<file path="config.mk">
export PLATFORM = sky130hd
export DESIGN_NAME = led_chase_engine
export DESIGN_NICKNAME = d
export VERILOG_FILES = /design/src/rtl/led_chase_engine.sv
export SDC_FILE = /design/constraint.sdc
export NUM_CORES = 1
export LEC_CHECK = 0
export BUFFER_PORTS_ARGS = -buffer_cell sky130_fd_sc_hd__buf_4
export CELL_PAD_IN_SITES_DETAIL_PLACEMENT = 1
export CELL_PAD_IN_SITES_GLOBAL_PLACEMENT = 1
export CORE_AREA = 5 5 75 77
export DETAILED_ROUTE_END_ITERATION = 7
export DIE_AREA = 0 0 80 82
export GPL_ROUTABILITY_DRIVEN = 1
export PLACE_DENSITY = 0.83
export SETUP_SLACK_MARGIN = 0.15
export SYNTH_ARGS = -nofsm -noshare
export SYNTH_HDL_FRONTEND = slang
export SYNTH_SLANG_ARGS = --single-unit
</file>
<file path="constraint.sdc">
create_clock -name clk -period 3.49 [get_ports clk]
set_clock_uncertainty 0.2 [all_clocks]
set_input_delay 0.349 -clock clk [delete_from_list [all_inputs] [get_ports clk]]
set_output_delay 0.349 -clock clk [all_outputs]
set_load 0.01 [all_outputs]
</file>
<file path="src/rtl/led_chase_engine.sv">
// led_chase_engine: steps a 16-LED chase pattern on each tick pulse.
// Four modes (rotate left/right, bounce, fill), a stop button that
// toggles pause through a synchroniser, and a wrap pulse per period.
module led_chase_engine #(
    parameter int WIDTH       = 16,
    parameter int SYNC_STAGES = 2
) (
    input  logic                     clk,
    input  logic                     reset,
    input  logic                     tick,
    input  logic                     stop,
    input  logic [1:0]               mode,
    output logic [WIDTH-1:0]         led,
    output logic [$clog2(WIDTH):0]   position,
    output logic                     dir,
    output logic                     paused,
    output logic                     wrap
);

    localparam int PW = $clog2(WIDTH) + 1;
    localparam logic [PW-1:0] LAST = PW'(WIDTH - 1);
    localparam logic [PW-1:0] FULL = PW'(WIDTH);

    typedef enum logic [1:0] {
        MODE_ROT_LEFT  = 2'b00,
        MODE_ROT_RIGHT = 2'b01,
        MODE_BOUNCE    = 2'b10,
        MODE_FILL      = 2'b11
    } mode_e;

    logic [SYNC_STAGES-1:0] stop_sync;
    logic                   stop_prev;
    logic                   stop_edge;
    logic                   step;

    mode_e                  mode_q;
    mode_e                  mode_d;
    logic [PW-1:0]          pos_d;
    logic [PW-1:0]          pos_inc;
    logic [PW-1:0]          pos_dec;
    logic                   dir_d;
    logic                   wrap_d;
    logic                   paused_d;
    logic [WIDTH-1:0]       led_d;

    // Bring the raw button into the clock domain and remember the last synced level
    always_ff @(posedge clk or negedge reset) begin
        if (!reset) begin
            stop_sync <= '0;
            stop_prev <= 1'b0;
        end else begin
            stop_sync <= {stop_sync[SYNC_STAGES-2:0], stop};
            stop_prev <= stop_sync[SYNC_STAGES-1];
        end
    end

    assign stop_edge = stop_sync[SYNC_STAGES-1] & ~stop_prev;
    assign step      = tick & ~paused & ~stop_edge;
    assign pos_inc   = position + PW'(1);
    assign pos_dec   = position - PW'(1);

    // Next pattern state: a mode change on a step loads the start state, otherwise advance
    always_comb begin
        mode_d   = mode_q;
        pos_d    = position;
        dir_d    = dir;
        wrap_d   = 1'b0;
        paused_d = paused ^ stop_edge;
        led_d    = led;

        if (step) begin
            if (mode_e'(mode) != mode_q) begin
                mode_d = mode_e'(mode);
                case (mode_e'(mode))
                    MODE_ROT_RIGHT: begin
                        pos_d = LAST;
                        dir_d = 1'b1;
                    end
                    default: begin
                        pos_d = '0;
                        dir_d = 1'b0;
                    end
                endcase
            end else begin
                case (mode_q)
                    MODE_ROT_LEFT: begin
                        if (position == LAST) begin
                            pos_d  = '0;
                            wrap_d = 1'b1;
                        end else begin
                            pos_d = pos_inc;
                        end
                    end
                    MODE_ROT_RIGHT: begin
                        if (position == '0) begin
                            pos_d  = LAST;
                            wrap_d = 1'b1;
                        end else begin
                            pos_d = pos_dec;
                        end
                    end
                    MODE_BOUNCE: begin
                        if (!dir) begin
                            pos_d = pos_inc;
                            if (pos_inc == LAST) begin
                                dir_d = 1'b1;
                            end
                        end else begin
                            pos_d = pos_dec;
                            if (pos_dec == '0) begin
                                dir_d  = 1'b0;
                                wrap_d = 1'b1;
                            end
                        end
                    end
                    MODE_FILL: begin
                        if (!dir) begin
                            pos_d = pos_inc;
                            if (pos_inc == FULL) begin
                                dir_d = 1'b1;
                            end
                        end else begin
                            pos_d = pos_dec;
                            if (pos_dec == '0) begin
                                dir_d  = 1'b0;
                                wrap_d = 1'b1;
                            end
                        end
                    end
                    default: begin
                        pos_d = position;
                    end
                endcase
            end

            if (mode_d == MODE_FILL) begin
                led_d = ~({WIDTH{1'b1}} << pos_d);
            end else begin
                led_d = {{(WIDTH-1){1'b0}}, 1'b1} << pos_d;
            end
        end
    end

    // Register every output so the LEDs and 7-seg path see glitch-free values
    always_ff @(posedge clk or negedge reset) begin
        if (!reset) begin
            mode_q   <= MODE_ROT_LEFT;
            led      <= {{(WIDTH-1){1'b0}}, 1'b1};
            position <= '0;
            dir      <= 1'b0;
            paused   <= 1'b0;
            wrap     <= 1'b0;
        end else begin
            mode_q   <= mode_d;
            led      <= led_d;
            position <= pos_d;
            dir      <= dir_d;
            paused   <= paused_d;
            wrap     <= wrap_d;
        end
    end

endmodule
</file>
==> results of run 1 <==
==> report_power, final <==
| part | total (mW) | switching (mW) | internal (mW) | leakage [nW] |
|---|---|---|---|---|
| registers | 0.596 | 0.137 | 0.460 | 0.365 |
| logic | 1.52 | 0.924 | 0.597 | 0.610 |
| clock network | 0.368 | 0.136 | 0.232 | 0.0585 |
| total | 2.49 | 1.20 | 1.29 | 1.03 |
==> sequential cells by signal, summed over array words and instances, names as in the netlist <==
signal     count
led           16
position       5
mode_q         2
stop_sync      2
dir            1
paused         1
stop_prev      1
wrap           1
==> logic make-up after synthesis <==
kind of cell / count (synthesis) / synth area share [%]
AOI/OAI and AO/OA: 68 / 25.7
DFF: 29 / 36.4
and+or+nand+nor: 93 / 24.1
buffers and inverters: 19 / 4.45
xor gates and xnor gates: 9 / 3.95
muxes: 2 / 1.06
adders and majority gates: 7 / 4.38
==> critical path: stages, from the launching register on <==
cell       delay (ps)
dfrtp_1           470
ha_1              250
nand3_1           120
inv_1              50
ha_1              190
or3_4             390
and2_1            180
o2111ai_2         270
a21boi_1          370
nor2_1            140
a211oi_2          250
a22o_1            180
==> worst max-delay path by stage <==
stage,cells past startpoint,startpoint,end
final,11,position[1],led[13]
after global routing,10,position[0],led[13]
after CTS,9,position[1],led[2]
after detailed placement,11,position[1],led[12]
after global placement,10,position[0],led[13]
after floorplan,11,position[0],led[12]
==> metrics by stage <==
stage | utilization (%) | setup slack (ps)
5_1_grt | 49.1 | 149
2_1_floorplan | - | 696
4_1_cts | 48.8 | 302
6_report | 49.1 | 372
3_5_place_dp | 46.1 | 431
3_3_place_gp | 46.1 | 485
==> metal layers <==
metal  share of wire [%]  vias up  GRT usage [%]
met4                 1.7        0           6.42
met5                   0        -              0
met3                 6.6       13           3.62
li1                    -      887              -
met2                  48       74           32.0
met1                  44      931           26.9
==> cell type report <==
class / instances / area, um^2
Sequential cell: 29 / 727
Inverter: 5 / 18.8
Timing Repair Buffer: 37 / 283
Clock inverter: 1 / 30.0
Clock buffer: 7 / 86.3
Fill cell: 590 / 2520
Multi-Input combinational cell: 179 / 1190
Tap cell: 70 / 87.6
==> cells in the final DEF, fill, tap and decap left out, types with 2 or more instances in the layout <==
| master | n |
|---|---|
| nand4_1 | 4 |
| or3_1 | 2 |
| ha_1 | 7 |
| inv_1 | 5 |
| o22a_1 | 3 |
| a21oi_1 | 12 |
| dlygate4sd3_1 | 2 |
| o31ai_1 | 5 |
| o22ai_2 | 2 |
| nand3_1 | 6 |
| and2_1 | 5 |
| nor4_1 | 3 |
| o32a_1 | 3 |
| clkbuf_8 | 6 |
| nor2_1 | 14 |
| xnor2_1 | 6 |
| dfrtp_1 | 28 |
| o211ai_1 | 2 |
| nor3_1 | 10 |
| buf_4 | 35 |
| nand3b_1 | 2 |
| o21ai_0 | 13 |
| a31oi_1 | 4 |
| xor2_1 | 3 |
| o21a_1 | 3 |
| nand2_1 | 28 |
| nand2b_1 | 7 |
| a211oi_1 | 2 |
| o21ai_1 | 2 |
| a22o_1 | 3 |
==> repair_timing <==
item / CTS / global route
hold buffers: 2 / 0
resized for setup: 0 / 2
hold endpoints to repair: 29 / 0
endpoints found under the setup margin: 0 / 3
==> flow_metrics.py, run 1 <==
metrics = {
    "yosys": {
        "synth-seq-cells": 29,
        "synthTopCellsByCount": "dfrtp_1, nand2_1, nor2_1",
        "synth_cells": 227,
        "synth_edf_count": 0,
        "post-synth-top-area-cell": "dfrtp_1",
        "synth_cell_types": 58,
        "async_flop_share_pct": 100,
        "syn_nets": 240,
        "synth_area_leaders": "dfrtp_1, nand2_1, ha_1",
        "synth_top_area_share_pct": 35.1,
        "yosysWarnings": 0,
        "synth_seq_area_share_pct": 36.4,
        "synth.avg_cell_area_um2": 8.80,
        "mappedNetlistArea_um2": 2000,
        "ys_dominant_reg_cell": "dfrtp_1",
    },
    "sta": {
        "period_needed_ps": 3120,
        "rsz0062_at_grt": "false",
        "finalSetupTns_ps": 0,
        "relSlewSlack_pct": 51.5,
        "setup_viol": 0,
        "post-route-period-util_pct": 89.3,
        "hold_viol": 0,
        "worstMarginPinSlew_ps": 725,
        "drv_slew": 0,
        "fin_worst_hold_slack_ps": 105,
        "max_freq_ghz": 0.321,
    },
    "critical_path": {
        "endpoint_kind": "flip-flop",
        "cp.required_ps": 3520,
        "start_kind": "flip-flop",
        "r2r_setup_slack_ps": 370,
        "r2r_end": "led[13]",
        "rr_worst_depth": 11,
        "path_max_fanout": 9,
        "worstReg2RegStart": "position[1]",
        "criticalPathCategory": "flip-flop to flip-flop",
        "cp.arrival_ps": 3150,
    },
    "final_layout": {
        "instances_no_fill": 328,
        "fin_nets": 270,
        "drive_above_1_share_pct": 22.5,
        "syn2layout_area_growth_pct": 21.4,
        "antenna_cells": 0,
        "fin_area_um2": 2430,
    },
    "placed_design": {
        "placed_area_um2": 2280,
        "dp_cells": 318,
        "place_congestion": 0.911,
        "hpwl_um": 4180,
        "port_buffers": 29,
    },
    "die": {
        "fp.dieW_um": 80,
        "die-area_um2": 6560,
        "pin_count": 30,
        "rows": 26,
        "coreArea_um2": 4940,
        "die_y_um": 82,
        "initial_core_util_pct": 40.4,
    },
    "grt": {
        "antenna_found_initial": 0,
        "grt_max_degree": 30,
        "grt_first_pass_wirelength_um": 10100,
        "grt_usage_pct": 19.8,
        "grt_overflow": 0,
        "grt_pass1_vias": 1923,
    },
    "clock_tree": {
        "root_buffer": "clkbuf_8",
        "clk_pin_slew_ps": 70,
        "htreeDepth": 2,
        "clock-sinks": 29,
        "post_cts_buffers": 0,
        "clock_latency_ps": 290,
        "numCtsBuffers": 5,
        "cts_buffer_depth": 2,
        "cts_tree": "done",
    },
    "routing": {
        "vias": 1905,
        "wl_per_cell_um": 19.0,
        "postRouteAntennaNets": 0,
        "drt_pass1_iterations": 4,
        "drt_wl_total_um": 6250,
        "vias_per_cell": 5.81,
        "drt_iter0_markers": 184,
        "post-route-drc-count": 0,
    },
    "worst_hold_path": {
        "min_from": "mode[1]",
        "hp-class": "input pin to flip-flop",
        "hold_depth": 3,
        "hold-path-endpoint": "mode_q[1]",
    },
    "job": {
        "cap_violations": 0,
    },
    "status": {
        "status": "complete, no violations",
    },
    "power_and_ir_drop": {
        "cellPowerDensity_nw_per_um2": 1020,
        "p_total_mw": 2.49,
        "power.leakage_nw": 1.03,
        "vdd_ir_drop_max_mv": 0.359,
    },
}
No activity file was read; power rests on OpenSTA's default activity.
==> run 2: changes to the inputs <==
--- a/config.mk
+++ b/config.mk
@@ -17,3 +17,4 @@
 export SYNTH_ARGS = -nofsm -noshare
 export SYNTH_HDL_FRONTEND = slang
 export SYNTH_SLANG_ARGS = --single-unit
+export TNS_END_PERCENT = 10
==> constraint.sdc (replaced) <==
create_clock -name clk -period 3.05 [get_ports clk]
set_clock_uncertainty 0.2 [all_clocks]
set_input_delay 0.305 -clock clk [delete_from_list [all_inputs] [get_ports clk]]
set_output_delay 0.305 -clock clk [all_outputs]
set_load 0.01 [all_outputs]
==> flow_metrics.py, run 2 (synthesized netlist as in run 1, its figures left out) <==
metrics = {
    "die": {
        "die-area_um2": 6560,
        "fp.dieW_um": 80,
        "coreArea_um2": 4940,
        "rows": 26,
        "initial_core_util_pct": 40.4,
        "die_y_um": 82,
        "pin_count": 30,
    },
    "critical_path": {
        "path_delay_family": "compound AO/OA/AOI/OAI gates",
        "criticalPathCategory": "flip-flop to flip-flop",
        "cp_slowest_cell": "dfrtp_2",
        "endpoint_kind": "flip-flop",
        "cp.required_ps": 3070,
        "cpMostUsedCell": "ha_1",
        "cp_slowest_stage_delay_ps": 440,
        "path_cells": "ha_1, nand3_1, inv_1, ha_1, or3_4, and2_1, o2111ai_4, a21boi_1, nor2_1, a211oi_2, a22o_1",
        "start_kind": "flip-flop",
        "path_max_fanout": 6,
        "path_buf_inv": 1,
        "cp.arrival_ps": 2980,
    },
    "final_layout": {
        "drive_above_1_share_pct": 27.8,
        "top_regs": "led: 16 flops, position: 5 flops",
        "largest_reg_flops": 16,
        "mostFrequentLayoutCell": "buf_4",
        "syn2layout_area_growth_pct": 25.6,
        "final_cell_mix": "buf_4, nand2_1, dfrtp_1",
        "antenna_cells": 0,
        "top_register": "led",
        "fin_nets": 278,
        "fin_area_um2": 2510,
        "nFillCells": 595,
    },
    "sta": {
        "period_needed_ps": 2960,
        "setup_viol": 0,
        "post-route-period-util_pct": 97.1,
        "setup_ws_ps": 88.3,
        "drv_slew": 0,
        "rsz0062_at_grt": "true",
        "hold_viol": 0,
        "worstMarginPinSlew_ps": 685,
        "relSlewSlack_pct": 54.2,
        "max_freq_ghz": 0.338,
    },
    "job": {
        "cap_violations": 0,
    },
    "power_and_ir_drop": {
        "comb_power_share_pct": 66.7,
        "seqPwrFrac_pct": 23.0,
        "vdd_ir_drop_max_mv": 0.484,
        "power.leakage_nw": 1.08,
        "p_switching_mw": 1.43,
        "p_int_mw": 1.49,
        "swShare_pct": 49.0,
        "clkPwrFrac_pct": 10.3,
        "cellPowerDensity_nw_per_um2": 1160,
    },
    "worst_hold_path": {
        "hp-class": "input pin to flip-flop",
    },
    "clock_tree": {
        "root_buffer": "clkbuf_8",
        "cts_buffer_depth": 2,
        "numCtsBuffers": 5,
        "clock-sinks": 29,
        "htreeDepth": 2,
        "cts_tree": "done",
        "post_cts_buffers": 0,
        "clock_latency_ps": 280,
        "clk_pin_slew_ps": 60,
    },
    "grt": {
        "grt_usage_pct": 20.1,
        "antenna_found_initial": 0,
        "grt_first_pass_wirelength_um": 10200,
        "grt_overflow": 0,
        "grt_max_degree": 30,
        "grt_pass1_vias": 2061,
    },
    "routing": {
        "drt_pass1_iterations": 4,
        "vias_per_cell": 5.81,
        "top_layer_used": "met4",
        "route.met2.wl_um": 3050,
        "postRouteAntennaNets": 0,
        "wl_met3_um": 388,
        "post-route-drc-count": 0,
        "drt_wl_total_um": 6320,
        "vias": 1952,
        "wl_per_cell_um": 18.8,
        "drt_iter0_markers": 145,
        "m1WireLength_um": 2680,
    },
    "placed_design": {
        "port_buffers": 29,
        "place_congestion": 0.904,
        "pre_cts_slack_ps": 65.5,
        "hpwl_um": 4500,
        "placed_area_um2": 2340,
    },
    "status": {
        "status": "complete, no violations",
    },
}
==> run 2: worst min-delay path: stages <==
cell and delay, ps:
buf_4 110, nand2_1 50, nand2_1 50
==> run 2: area by class of cell <==
class / count / area, um^2 / share of cell area, %
multi-input combinational: 179 / 1250 / 49.8
sequential: 29 / 728 / 29.0
timing repair buffer: 45 / 343 / 13.7
tap: 70 / 87.6 / 3.49
clock buffer: 6 / 72.6 / 2.89
inverter: 5 / 18.8 / 0.748
clock inverter: 2 / 10.0 / 0.399
==> run 2: stage by stage <==
step,utilization [%],cells,hold slack (ps),TNS (ps),power (mW)
after floorplan,-,227,-191,0,1.81
after global placement,47.3,326,47.3,0,2.40
after detailed placement,47.3,326,55.5,0,2.44
after CTS,49.4,336,62.8,0,2.78
after global routing,50.8,336,90.7,-5.57,3.13
final,50.8,336,65.8,0,2.92
==> run 2: repair_timing <==
item	in CTS	in global routing
cloned	0	0
pin swaps	0	3
gates resized for setup	1	12
hold buffers	2	0
setup endpoints to repair	5	14
endpoints found under the hold margin	29	0
==> run 2: routing by layer <==
layer	vias up	global-route usage, %
met4	0	6.93
li1	911	-
met1	945	27.1
met3	18	3.51
met5	-	0
met2	78	32.5
==> run 2: power by group through the flow <==
stage          clock (mW)  sequential (mW)  combinational (mW)
5_1_grt             0.327            0.693                2.11
3_3_place_gp            0            0.667                1.73
2_1_floorplan           0            0.686                1.12
6_report            0.301            0.670                1.95
4_1_cts             0.310            0.667                1.81
3_5_place_dp            0            0.671                1.77
==> run 2: path summary, 6_finish.rpt <==
| kind | end | slack (ps) | start | cells after the start |
|---|---|---|---|---|
| setup / recovery | led[12] | 90 | position[0] | 11 |
| hold / removal | mode_q[0] | 70 | mode[0] | 3 |
| setup reg to reg | led[12] | 90 | position[0] | 11 |
| hold reg to reg | stop_sync[1] | 150 | stop_sync[0] | 0 |
| max in group asynchronous | led[0] | 2050 | reset | 2 |
| min in group asynchronous | led[3] | 300 | reset | 2 |
==> run 3: changes to the inputs <==
--- a/config.mk
+++ b/config.mk
@@ -8,11 +8,13 @@
 export BUFFER_PORTS_ARGS = -buffer_cell sky130_fd_sc_hd__buf_4
 export CELL_PAD_IN_SITES_DETAIL_PLACEMENT = 1
 export CELL_PAD_IN_SITES_GLOBAL_PLACEMENT = 1
-export CORE_AREA = 5 5 75 77
+export CORE_AREA = 5 5 78 80
+export CTS_CLUSTER_DIAMETER = 60
 export DETAILED_ROUTE_END_ITERATION = 7
-export DIE_AREA = 0 0 80 82
+export DIE_AREA = 0 0 83 85
 export GPL_ROUTABILITY_DRIVEN = 1
-export PLACE_DENSITY = 0.83
+export GPL_TIMING_DRIVEN = 0
+export PLACE_DENSITY = 0.81
 export SETUP_SLACK_MARGIN = 0.15
 export SYNTH_ARGS = -nofsm -noshare
 export SYNTH_HDL_FRONTEND = slang
==> constraint.sdc (replaced) <==
create_clock -name clk -period 2.6 [get_ports clk]
set_clock_uncertainty 0.2 [all_clocks]
set_input_delay 0.26 -clock clk [delete_from_list [all_inputs] [get_ports clk]]
set_output_delay 0.26 -clock clk [all_outputs]
set_load 0.01 [all_outputs]
==> flow_metrics.py, run 3 (synthesized netlist as in run 1, its figures left out) <==
metrics = {
    "status": {
        "status": "finished with violations",
        "violations": "negative setup slack",
    },
    "critical_path": {
        "criticalPathCategory": "flip-flop to flip-flop",
        "start_kind": "flip-flop",
        "cp.arrival_ps": 2820,
        "endpoint_kind": "flip-flop",
        "cp.required_ps": 2580,
        "path_max_fanout": 6,
        "rr_worst_depth": 10,
    },
    "die": {
        "pin_count": 30,
        "rows": 27,
        "coreArea_um2": 5340,
        "die-area_um2": 7060,
        "fp.dieW_um": 83,
        "initial_core_util_pct": 37.4,
        "die_y_um": 85,
    },
    "grt": {
        "grt_usage_pct": 20.8,
        "grt_max_degree": 30,
        "grt_first_pass_wirelength_um": 11700,
        "antenna_found_initial": 0,
        "grt_pass1_vias": 2217,
        "grt_overflow": 0,
    },
    "clock_tree": {
        "cts_tree": "done",
        "clk_pin_slew_ps": 60,
        "clock_latency_ps": 290,
        "htreeDepth": 2,
        "clock-sinks": 29,
        "root_buffer": "clkbuf_8",
        "cts_buffer_depth": 2,
        "numCtsBuffers": 5,
    },
    "placed_design": {
        "pre_cts_slack_ps": -490,
        "port_buffers": 29,
        "hpwl_um": 4390,
        "place_congestion": 0.903,
        "placed_area_um2": 2370,
    },
    "sta": {
        "relSlewSlack_pct": 48.4,
        "worstMarginPinSlew_ps": 772,
        "period_needed_ps": 2840,
        "setup_ws_ps": -238,
        "drv_slew": 0,
        "hold_viol": 0,
        "rsz0062_at_grt": "true",
        "max_freq_ghz": 0.352,
        "setup_viol": 16,
        "post-route-period-util_pct": 109,
    },
    "final_layout": {
        "nFillCells": 647,
        "top_register": "led",
        "mostFrequentLayoutCell": "buf_4",
        "antenna_cells": 0,
        "seqCellArea_um2": 729,
        "final_cell_mix": "buf_4, nand2_1, dfrtp_1",
        "drive_above_1_share_pct": 36.1,
        "multi_input_area_um2": 1380,
        "top_regs": "led: 16 flops, position: 5 flops",
        "fin_nets": 297,
        "syn2layout_area_growth_pct": 39.8,
        "largest_reg_flops": 16,
        "fin_area_um2": 2790,
    },
    "worst_hold_path": {
        "hold_depth": 3,
        "hp-class": "input pin to flip-flop",
    },
    "routing": {
        "postRouteAntennaNets": 0,
        "wl_per_cell_um": 20.7,
        "drt_wl_total_um": 7400,
        "vias": 2109,
        "post-route-drc-count": 0,
        "drt_pass1_iterations": 4,
        "drt_iter0_markers": 221,
        "vias_per_cell": 5.91,
    },
    "job": {
        "cap_violations": 0,
    },
    "power_and_ir_drop": {
        "p_total_mw": 3.91,
        "power.leakage_nw": 1.17,
        "vdd_ir_drop_max_mv": 0.497,
        "cellPowerDensity_nw_per_um2": 1400,
    },
}
[run 3: cell types whose count changed in the layout (fill, tap and decap cells not counted), moves of 3 or more]
| cell | change |
|---|---|
| clkbuf_1 | +6 |
| nor3_2 | +4 |
| buf_2 | +4 |
| ha_4 | +3 |
| nor3_1 | -4 |
| ha_1 | -3 |
| buf_6 | +6 |
[run 3: report_power, final]
part,switching (mW),internal [mW]
sequential,0.151,0.621
clock,0.185,0.185
combinational,1.60,1.17
total,1.93,1.98
[run 3: metrics by stage]
step	hold WS, ps	cells	utilization, %	TNS (ps)
floorplan	-236	227	-	-52.5
global placement	-1.17	328	44.4	-3910
detailed placement	5.93	328	44.4	-4730
CTS	10.7	352	50.5	-1510
global route	28.6	357	52.3	-3790
finish	7.85	357	52.3	-2240
[run 3: path summary, 6_finish.rpt]
kind                                   start            to  slack, ps
worst max-delay path             position[0]       led[12]       -240
worst min-delay path                 mode[0]     mode_q[0]          8
worst max register to register   position[0]       led[12]       -240
worst min register to register  stop_sync[0]  stop_sync[1]        170
max in group asynchronous              reset        led[0]       1670
min in group asynchronous              reset       led[10]        230
[run 3: timing repair]
item,4_1_cts,5_1_grt
setup buffers,14,5
hold buffers,2,0
setup endpoints to repair,19,19
pin swaps,14,12
gates resized for setup,25,14
hold endpoints to repair,30,0
[run 3: critical path: stages (launching register included)]
cell	delay, ps
dfrtp_2	420
ha_4	170
nand3_4	80
inv_2	70
ha_4	120
nor3b_4	320
o22ai_2	240
a21oi_1	370
o22ai_1	170
or3_1	350
a22o_1	210
[run 3: layout make-up]
cell class	instances	share of cell area, %
plain buffers	14	3.27
repair buffers	50	14.0
flip-flops and latches	29	26.1
inverters	5	0.941
clock buffers	6	2.60
multi-input cells	179	49.5
well taps	72	3.23
clock inverters	2	0.358
[run 3: metal layers]
metal  global-route usage, %  wire length, um  share of wire [%]
met5                       0                0                  0
met4                    12.0              280                3.8
met3                    4.08              290                3.9
met2                    34.0             3570                 48
met1                    25.4             3250                 44
